--- src/rtl/mac_result_requantizer_if.sv ---
// Result stream between the MAC accumulator and the requantizer FIFO:
// accumulator results come in on in_*, requantized operands leave on out_*.
interface mac_result_requantizer_if;
    logic        in_valid;
    logic        in_ready;
    logic [32:0] in_mag;
    logic        in_sign;
    logic        relu_en;
    logic        out_valid;
    logic        out_ready;
    logic [15:0] out_mag;
    logic        out_sign;
    logic        out_sat;

    // Producer of accumulator results and consumer of quantized operands.
    modport master (
        output in_valid, in_mag, in_sign, relu_en, out_ready,
        input  in_ready, out_valid, out_mag, out_sign, out_sat
    );

    // The requantizer itself.
    modport slave (
        input  in_valid, in_mag, in_sign, relu_en, out_ready,
        output in_ready, out_valid, out_mag, out_sign, out_sat
    );
endinterface

--- src/rtl/mac_result_requantizer.sv ---
// Rounds, scales, optionally ReLU-clamps and saturates 33-bit sign-magnitude
// accumulator results to 16-bit sign-magnitude operands, buffered in a FIFO.
module mac_result_requantizer #(
    parameter int FRAC_SHIFT = 8,
    parameter int DEPTH      = 4,
    parameter int CNT_W      = 3
) (
    input  logic                   clk,
    input  logic                   rst,
    mac_result_requantizer_if.slave bus,
    output logic [CNT_W-1:0]       count,
    output logic [15:0]            sat_total
);

    localparam int               PTR_W    = (DEPTH > 1) ? $clog2(DEPTH) : 1;
    localparam logic [33:0]      RND      = 34'(1) << (FRAC_SHIFT - 1);
    localparam logic [CNT_W-1:0] FULL_CNT = CNT_W'(DEPTH);

    // Entry layout: {sat, sign, mag[15:0]}
    logic [17:0]      mem_q [DEPTH];
    logic [PTR_W-1:0] wr_ptr_q, wr_ptr_d;
    logic [PTR_W-1:0] rd_ptr_q, rd_ptr_d;
    logic [CNT_W-1:0] count_q, count_d;
    logic [15:0]      sat_total_q, sat_total_d;

    logic        in_ready;
    logic        out_valid;
    logic        push;
    logic        pop;
    logic [33:0] rounded;
    logic [15:0] q_mag;
    logic        q_sign;
    logic        q_sat;
    logic [17:0] head;

    assign in_ready  = (count_q != FULL_CNT);
    assign out_valid = (count_q != '0);
    assign push      = bus.in_valid & in_ready;
    assign pop       = out_valid & bus.out_ready;

    // Round half up on the magnitude, so rounding is symmetric about zero.
    assign rounded = ({1'b0, bus.in_mag} + RND) >> FRAC_SHIFT;

    always_comb begin
        q_mag  = rounded[15:0];
        q_sign = bus.in_sign;
        q_sat  = 1'b0;
        if (|rounded[33:16]) begin
            q_mag = 16'hFFFF;
            q_sat = 1'b1;
        end
        // ReLU takes precedence: a clamped result is never flagged saturated.
        if (bus.relu_en && bus.in_sign) begin
            q_mag  = '0;
            q_sign = 1'b0;
            q_sat  = 1'b0;
        end
        if (q_mag == '0) begin
            q_sign = 1'b0;
        end
    end

    always_comb begin
        wr_ptr_d    = wr_ptr_q + PTR_W'(push);
        rd_ptr_d    = rd_ptr_q + PTR_W'(pop);
        count_d     = count_q;
        sat_total_d = sat_total_q;
        if (push && !pop) begin
            count_d = count_q + CNT_W'(1);
        end else if (pop && !push) begin
            count_d = count_q - CNT_W'(1);
        end
        if (push && q_sat && (sat_total_q != 16'hFFFF)) begin
            sat_total_d = sat_total_q + 16'd1;
        end
    end

    always_ff @(posedge clk or posedge rst) begin
        if (rst) begin
            wr_ptr_q    <= '0;
            rd_ptr_q    <= '0;
            count_q     <= '0;
            sat_total_q <= '0;
        end else begin
            wr_ptr_q    <= wr_ptr_d;
            rd_ptr_q    <= rd_ptr_d;
            count_q     <= count_d;
            sat_total_q <= sat_total_d;
        end
    end

    // Storage needs no reset: stale entries are masked while the FIFO is empty.
    always_ff @(posedge clk) begin
        if (push) begin
            mem_q[wr_ptr_q] <= {q_sat, q_sign, q_mag};
        end
    end

    assign head = mem_q[rd_ptr_q];

    assign bus.in_ready  = in_ready;
    assign bus.out_valid = out_valid;
    assign bus.out_mag   = out_valid ? head[15:0] : '0;
    assign bus.out_sign  = out_valid ? head[16]   : 1'b0;
    assign bus.out_sat   = out_valid ? head[17]   : 1'b0;
    assign count         = count_q;
    assign sat_total     = sat_total_q;

endmodule

--- src/flat_wrapper.sv ---
// flat-port wrapper written by rule: the top's interface ports become plain ports
module mac_result_requantizer_flat 
#(
    parameter int FRAC_SHIFT = 8,
    parameter int DEPTH      = 4,
    parameter int CNT_W      = 3
)
  (clk, rst, count, sat_total, bus_in_valid, bus_in_mag, bus_in_sign, bus_relu_en, bus_out_ready, bus_in_ready, bus_out_valid, bus_out_mag, bus_out_sign, bus_out_sat);
  mac_result_requantizer_if bus_i ();
  input  logic clk;
  input  logic rst;
  output logic [CNT_W-1:0] count;
  output logic [15:0] sat_total;
  input wire logic [$bits(bus_i.in_valid)-1:0] bus_in_valid;
  input wire logic [$bits(bus_i.in_mag)-1:0] bus_in_mag;
  input wire logic [$bits(bus_i.in_sign)-1:0] bus_in_sign;
  input wire logic [$bits(bus_i.relu_en)-1:0] bus_relu_en;
  input wire logic [$bits(bus_i.out_ready)-1:0] bus_out_ready;
  output wire logic [$bits(bus_i.in_ready)-1:0] bus_in_ready;
  output wire logic [$bits(bus_i.out_valid)-1:0] bus_out_valid;
  output wire logic [$bits(bus_i.out_mag)-1:0] bus_out_mag;
  output wire logic [$bits(bus_i.out_sign)-1:0] bus_out_sign;
  output wire logic [$bits(bus_i.out_sat)-1:0] bus_out_sat;
  assign bus_i.in_valid = bus_in_valid;
  assign bus_i.in_mag = bus_in_mag;
  assign bus_i.in_sign = bus_in_sign;
  assign bus_i.relu_en = bus_relu_en;
  assign bus_i.out_ready = bus_out_ready;
  assign bus_in_ready = bus_i.in_ready;
  assign bus_out_valid = bus_i.out_valid;
  assign bus_out_mag = bus_i.out_mag;
  assign bus_out_sign = bus_i.out_sign;
  assign bus_out_sat = bus_i.out_sat;
  mac_result_requantizer #(.FRAC_SHIFT(FRAC_SHIFT), .DEPTH(DEPTH), .CNT_W(CNT_W)) u_core (.clk(clk), .rst(rst), .bus(bus_i), .count(count), .sat_total(sat_total));
endmodule
--- config.mk ---
export PLATFORM = sky130hd
export DESIGN_NAME = mac_result_requantizer_flat
export DESIGN_NICKNAME = d
export VERILOG_FILES = /design/src/rtl/mac_result_requantizer_if.sv /design/src/rtl/mac_result_requantizer.sv /design/src/flat_wrapper.sv
export SDC_FILE = /design/constraint.sdc
export NUM_CORES = 1
export LEC_CHECK = 0
export BUFFER_PORTS_ARGS = -buffer_cell sky130_fd_sc_hd__buf_2
export CORE_MARGIN = 2
export CORE_UTILIZATION = 56
export CTS_CLUSTER_SIZE = 25
export DETAILED_ROUTE_END_ITERATION = 8
export PLACE_DENSITY = 0.79
export SYNTH_ARGS = -nofsm -noshare
export SYNTH_HDL_FRONTEND = slang
export SYNTH_SLANG_ARGS = --single-unit
--- constraint.sdc ---
create_clock -name clk -period 3.3 [get_ports clk]
set_clock_uncertainty 0.15 [all_clocks]
set_input_delay 0.495 -clock clk [delete_from_list [all_inputs] [get_ports clk]]
set_output_delay 0.495 -clock clk [all_outputs]
set_load 0.02 [all_outputs]
=== Word level (Yosys, flattened, before mapping) ===
Memories as Yosys holds them, arrays and structs flattened.
Index checks and enable logic that the tools add are counted.

* Bits in registers: 23
* Bits in writable memories: 72
* Input port bits: 39
* Output and inout bits: 39
* Logic and storage cells: 39
* Memories kept: 1

* $add $sub $neg: 6
* Equal/unequal tests: 2
* Muxes and demuxes: 13
* Bitwise gates (word level): 2
* Reductions and logical operators: 11

{| class="wikitable"
|+ Memories
! memory !! words !! bits a word !! read ports !! clocked after memory_dff !! write ports !! line !! RTL
|-
| u_core.mem_q || 4 || 18 || 1 || 0 || 1 || mac_result_requantizer.sv:20 || <nowiki>logic [17:0] mem_q [DEPTH];</nowiki>
|}

{| class="wikitable"
|+ Operators by type and width
! cell !! count
|-
| 16-bit 2-to-1 mux || 3
|-
| 33-bit by 8-bit adder with 34-bit output, second input constant || 1
|-
| 16-bit by 1-bit adder with 16-bit output, second input constant || 1
|-
| 16-bit logical NOT || 1
|-
| 16-bit inequality test, second input constant || 1
|-
| 10-bit OR reduction || 1
|-
| 1-bit 2-to-1 mux || 8
|-
| 3-bit 2-to-1 mux || 2
|-
| 1-bit logical AND || 5
|-
| 2-bit by 1-bit adder with 2-bit output || 2
|-
| 3-bit by 1-bit adder with 3-bit output, second input constant || 1
|-
| 3-bit inequality test, second input constant || 1
|-
| 3-bit nonzero test || 1
|-
| 3-bit by 1-bit subtractor with 3-bit output, second input constant || 1
|-
| 1-bit bitwise AND || 2
|-
| 1-bit logical NOT || 2
|-
| 2-bit nonzero test || 1
|}

=== Longest topological paths before layout ===
* Word-level depth: 6
* Mapped depth: 11
* Depth with buffers taken out: 10

=== Worst setup path after synthesis ===
Ideal clock, no wire load.

* Path type: input port to flip-flop
* Start: input bus_in_mag[17]
* End: memory u_core.mem_q[0][16], data pin
* Library setup time: 275 ps
* Data arrival time: 2515 ps
* Setup slack: 360 ps
* Stages: 8
* Path through: buf_2 -> nand4_1 -> or2_2 -> nor3_1 -> mux2_2 -> nor4_4 -> nand2_1 -> o41a_1

* Cells in the longest elaborated chain, start to end: 6

{| class="wikitable"
|+ Ends and longest elaborated chain
! element !! line !! RTL
|-
| start: declaration || flat_wrapper.sv:15 || <nowiki>input wire logic [$bits(bus_i.in_mag)-1:0] bus_in_mag;</nowiki>
|-
| 33-bit by 8-bit adder with 34-bit output (*) || mac_result_requantizer.sv:42 || <nowiki>assign rounded = ({1'b0, bus.in_mag} + RND) >> FRAC_SHIFT;</nowiki>
|-
| 10-bit OR reduction || mac_result_requantizer.sv:48 || <nowiki>if (|rounded[33:16]) begin</nowiki>
|-
| 16-bit 2-to-1 mux (*) || mac_result_requantizer.sv:48 ||
|-
| 16-bit 2-to-1 mux (*) || mac_result_requantizer.sv:53 || <nowiki>if (bus.relu_en && bus.in_sign) begin</nowiki>
|-
| 16-bit logical NOT (*) || mac_result_requantizer.sv:58 || <nowiki>if (q_mag == '0) begin</nowiki>
|-
| 1-bit 2-to-1 mux (*) || mac_result_requantizer.sv:58 ||
|-
| via u_core.q_sign || mac_result_requantizer.sv:32 || <nowiki>logic q_sign;</nowiki>
|-
| end: declaration || mac_result_requantizer.sv:20 ||
|}

The timed path passes the listed nets; every way through them passes the cells marked *.

=== Worst setup path in the final report ===
* Start: input bus_in_mag[8]
* End: memory u_core.mem_q[1][14], data pin

* Cells in the longest elaborated chain, start to end: 4

{| class="wikitable"
|+ Ends and longest elaborated chain
! element !! line !! RTL
|-
| 33-bit by 8-bit adder with 34-bit output (*) || mac_result_requantizer.sv:42 ||
|-
| 10-bit OR reduction || mac_result_requantizer.sv:48 ||
|-
| 16-bit 2-to-1 mux (*) || mac_result_requantizer.sv:48 ||
|-
| 16-bit 2-to-1 mux (*) || mac_result_requantizer.sv:53 ||
|-
| via u_core.q_mag[14] || mac_result_requantizer.sv:31 || <nowiki>logic [15:0] q_mag;</nowiki>
|}

Marked as above.

==> impl_metrics.ini <==
[floorplanning]
num_rows = 33
initial_core_util = 0.5764
chipHeight_microns = 95.96
ios = 78
core_area_sq_um = 8217
dieArea_sq_um = 9208
die_w_microns = 95.96

[clocking]
clockBufferDepth = 2
cts_tree = yes
cts_sinks = 95
cts-root-buf = clkbuf_8
clkTransAtPathRegs_ns = 0.10
cts_made_buffers = 9
cts_setup_buffers = 0
clock_latency_ns = 0.35
htree_levels = 3
post_cts_resized = 0
cts_hold_buffers = 0

[power_and_ir_drop]
vdd_drop_max_mv = 0.3936
p_leak_nw = 2.036
power_density_nw_per_um2 = 725.7

[global_routing]
overflow = 0
grtUsageTotal = 0.1959
antenna_found_initial = 0
grt_start_max_net_pins = 32
grt_pass1_wl_microns = 13590
grt_pass1_vias = 2810

[critical_path]
cp.arrival_ns = 2.71
crit_family = simple AND/OR/NAND/NOR gates
path_cells = buf_2 -> ha_1 -> and4_4 -> and3_4 -> a31o_1 -> nand3_1 -> nor4_4 -> buf_12 -> nor2_1 -> a21o_1
worstSetupStartpoint = bus_in_mag[8]
timing.rr.start = u_core.count[0]
cp_slowest_cell = nor4_4
endpoint_kind = flop
critPathLaunchType = primary input
critPathRequiredTime_ns = 3.24
r2r_setup_slack_ns = 0.75
path_class = primary input to flop
max_stage_delay_ns = 0.37
crit_buf_inv = 2
cp_max_fo = 31

[synthesis]
synth_largest_area_cell = edfxtp_1
ys_seq_area_frac = 0.5781
yosysUniqueCellTypes = 48
ys.flop_type = edfxtp_1
netlist_area_sq_um = 4736
mappedNetlistNets = 401
ys_async_sr_fraction = 0.2421
yosysWarningCount = 0
syn_area_per_cell_sq_um = 13.30
synth.area.top_cells = edfxtp_1 46%, dfrtp_1 12%, mux4_2 8.6%
synth_cells = 356
ys_ff_latch = 95
synth.most_common_cell = edfxtp_1
synth_common_cells = 72 x edfxtp_1, 25 x xor2_1, 23 x dfrtp_1
yosys.area.top_type_share = 0.4565
synth-edff-count = 72

[placement]
dpl.cell_count = 521
port_buffers = 70
dp_hpwl_microns = 6023
place_congestion = 0.8139

[detailed_routing]
ant_nets = 0
vias = 3043
firstDrtPassIters = 4
routed_wl_microns = 8504
drt_iter0_markers = 179
viasPerCell = 5.667
wire_per_inst_microns = 15.84
drc_errors = 0

[sta]
final_hold_viol_count = 0
min_period_over_period = 0.8391
setup_tns_ns = 0
report.final.slew_viol_count = 0
fmax_mhz = 361.1
finalCriticalPeriod_ns = 2.769
rsz0062_at_grt = false
tightest_slew_ns = 0.8800
maxSlewHeadroom = 0.4127
finalSetupViolations = 0

[final_layout]
fin_nets = 472
multi_input_comb_area_sq_um = 1857
regArea_sq_um = 2738
n_fill_cell = 617
stdcell_count = 537
drive_gt1_frac = 0.3056
antenna_cells = 0
syn_to_final_growth_pct = 13.66

[run_status]
status = finished clean

[flow_run]
drv_cap = 0

[worst_hold_path]
min_path_type = primary input to asynchronous set/reset pin
registers in the layout, indices dropped and copies added (netlist names):
name	flops
u_core.count	3
u_core.sat_total	16
u_core.rd_ptr_q	2
u_core.mem_q	72
u_core.wr_ptr_q	2
placed cells by master, fill, tap and decap left out, drive strengths merged, types with 4 or more instances in the layout:
cell,instances
buf,79
edfxtp,72
xor2,25
dfrtp,23
nor2,21
nand2,21
and2,19
mux4,18
nor3,18
nand4,17
a21oi,17
nand3,13
inv,13
xnor2,11
clkbuf,9
o21ai,5
a31oi,5
ha,5
and4,5
and3,4
per-layer routing:
metal	global-route usage	part of all wire	up-vias
met1	0.2720	0.45	1474
met4	0.04643	0.0095	0
met2	0.3193	0.49	75
met5	0	0	-
li1	-	-	1486
met3	0.04307	0.045	8
layout make-up:
cell class                      instances  area share
Clock inverter                          7     0.01209
Clock buffer                            9     0.02301
Multi-Input combinational cell        232      0.3450
Timing Repair Buffer                   79     0.07996
Tap cell                              105     0.02441
Sequential cell                        95      0.5086
Inverter                               10    0.006974
report_power, final:
group / internal (mW) / switching, mW
logic: 0.648 / 0.848
clock network: 0.290 / 0.425
registers: 1.55 / 0.141
total: 2.49 / 1.41
worst paths after layout:
kind,end,depth (start not counted)
max,u_core.mem_q[1][14],10
min,u_core.sat_total[8],2
max reg2reg,u_core.count[2],8
min reg2reg,u_core.sat_total[14],1
max in group asynchronous,u_core.sat_total[7],2
min in group clk,u_core.sat_total[14],1
through the flow:
stage | instance area, sq um | hold slack [ns] | setup slack, ns | utilization | power (mW)
final | 5383 | 0.1578 | 0.5310 | 0.6551 | 3.906
after global routing | 5383 | 0.2460 | 0.4149 | 0.6551 | 4.137
after CTS | 5383 | 0.1836 | 0.5452 | 0.6551 | 3.946
after detailed placement | 5194 | 0.3280 | 0.1611 | 0.6321 | 3.242
after global placement | 5194 | 0.3269 | 0.2302 | 0.6321 | 3.204
after floorplan | 4736 | 0.3265 | 0.3597 | - | 2.764
kinds of logic (layout without fill, tap and decap cells):
family | after synthesis | in the layout | synth area share
adders and majority gates | 6 | 6 | 0.01744
xor gates and xnor gates | 36 | 36 | 0.06658
DFF | 95 | 95 | 0.5781
buffers and inverters | 29 | 105 | 0.03197
muxes | 22 | 22 | 0.09485
AOI/OAI and AO/OA | 39 | 39 | 0.05178
and+or+nand+nor | 129 | 129 | 0.1593
(Power assumes the default switching activity.)
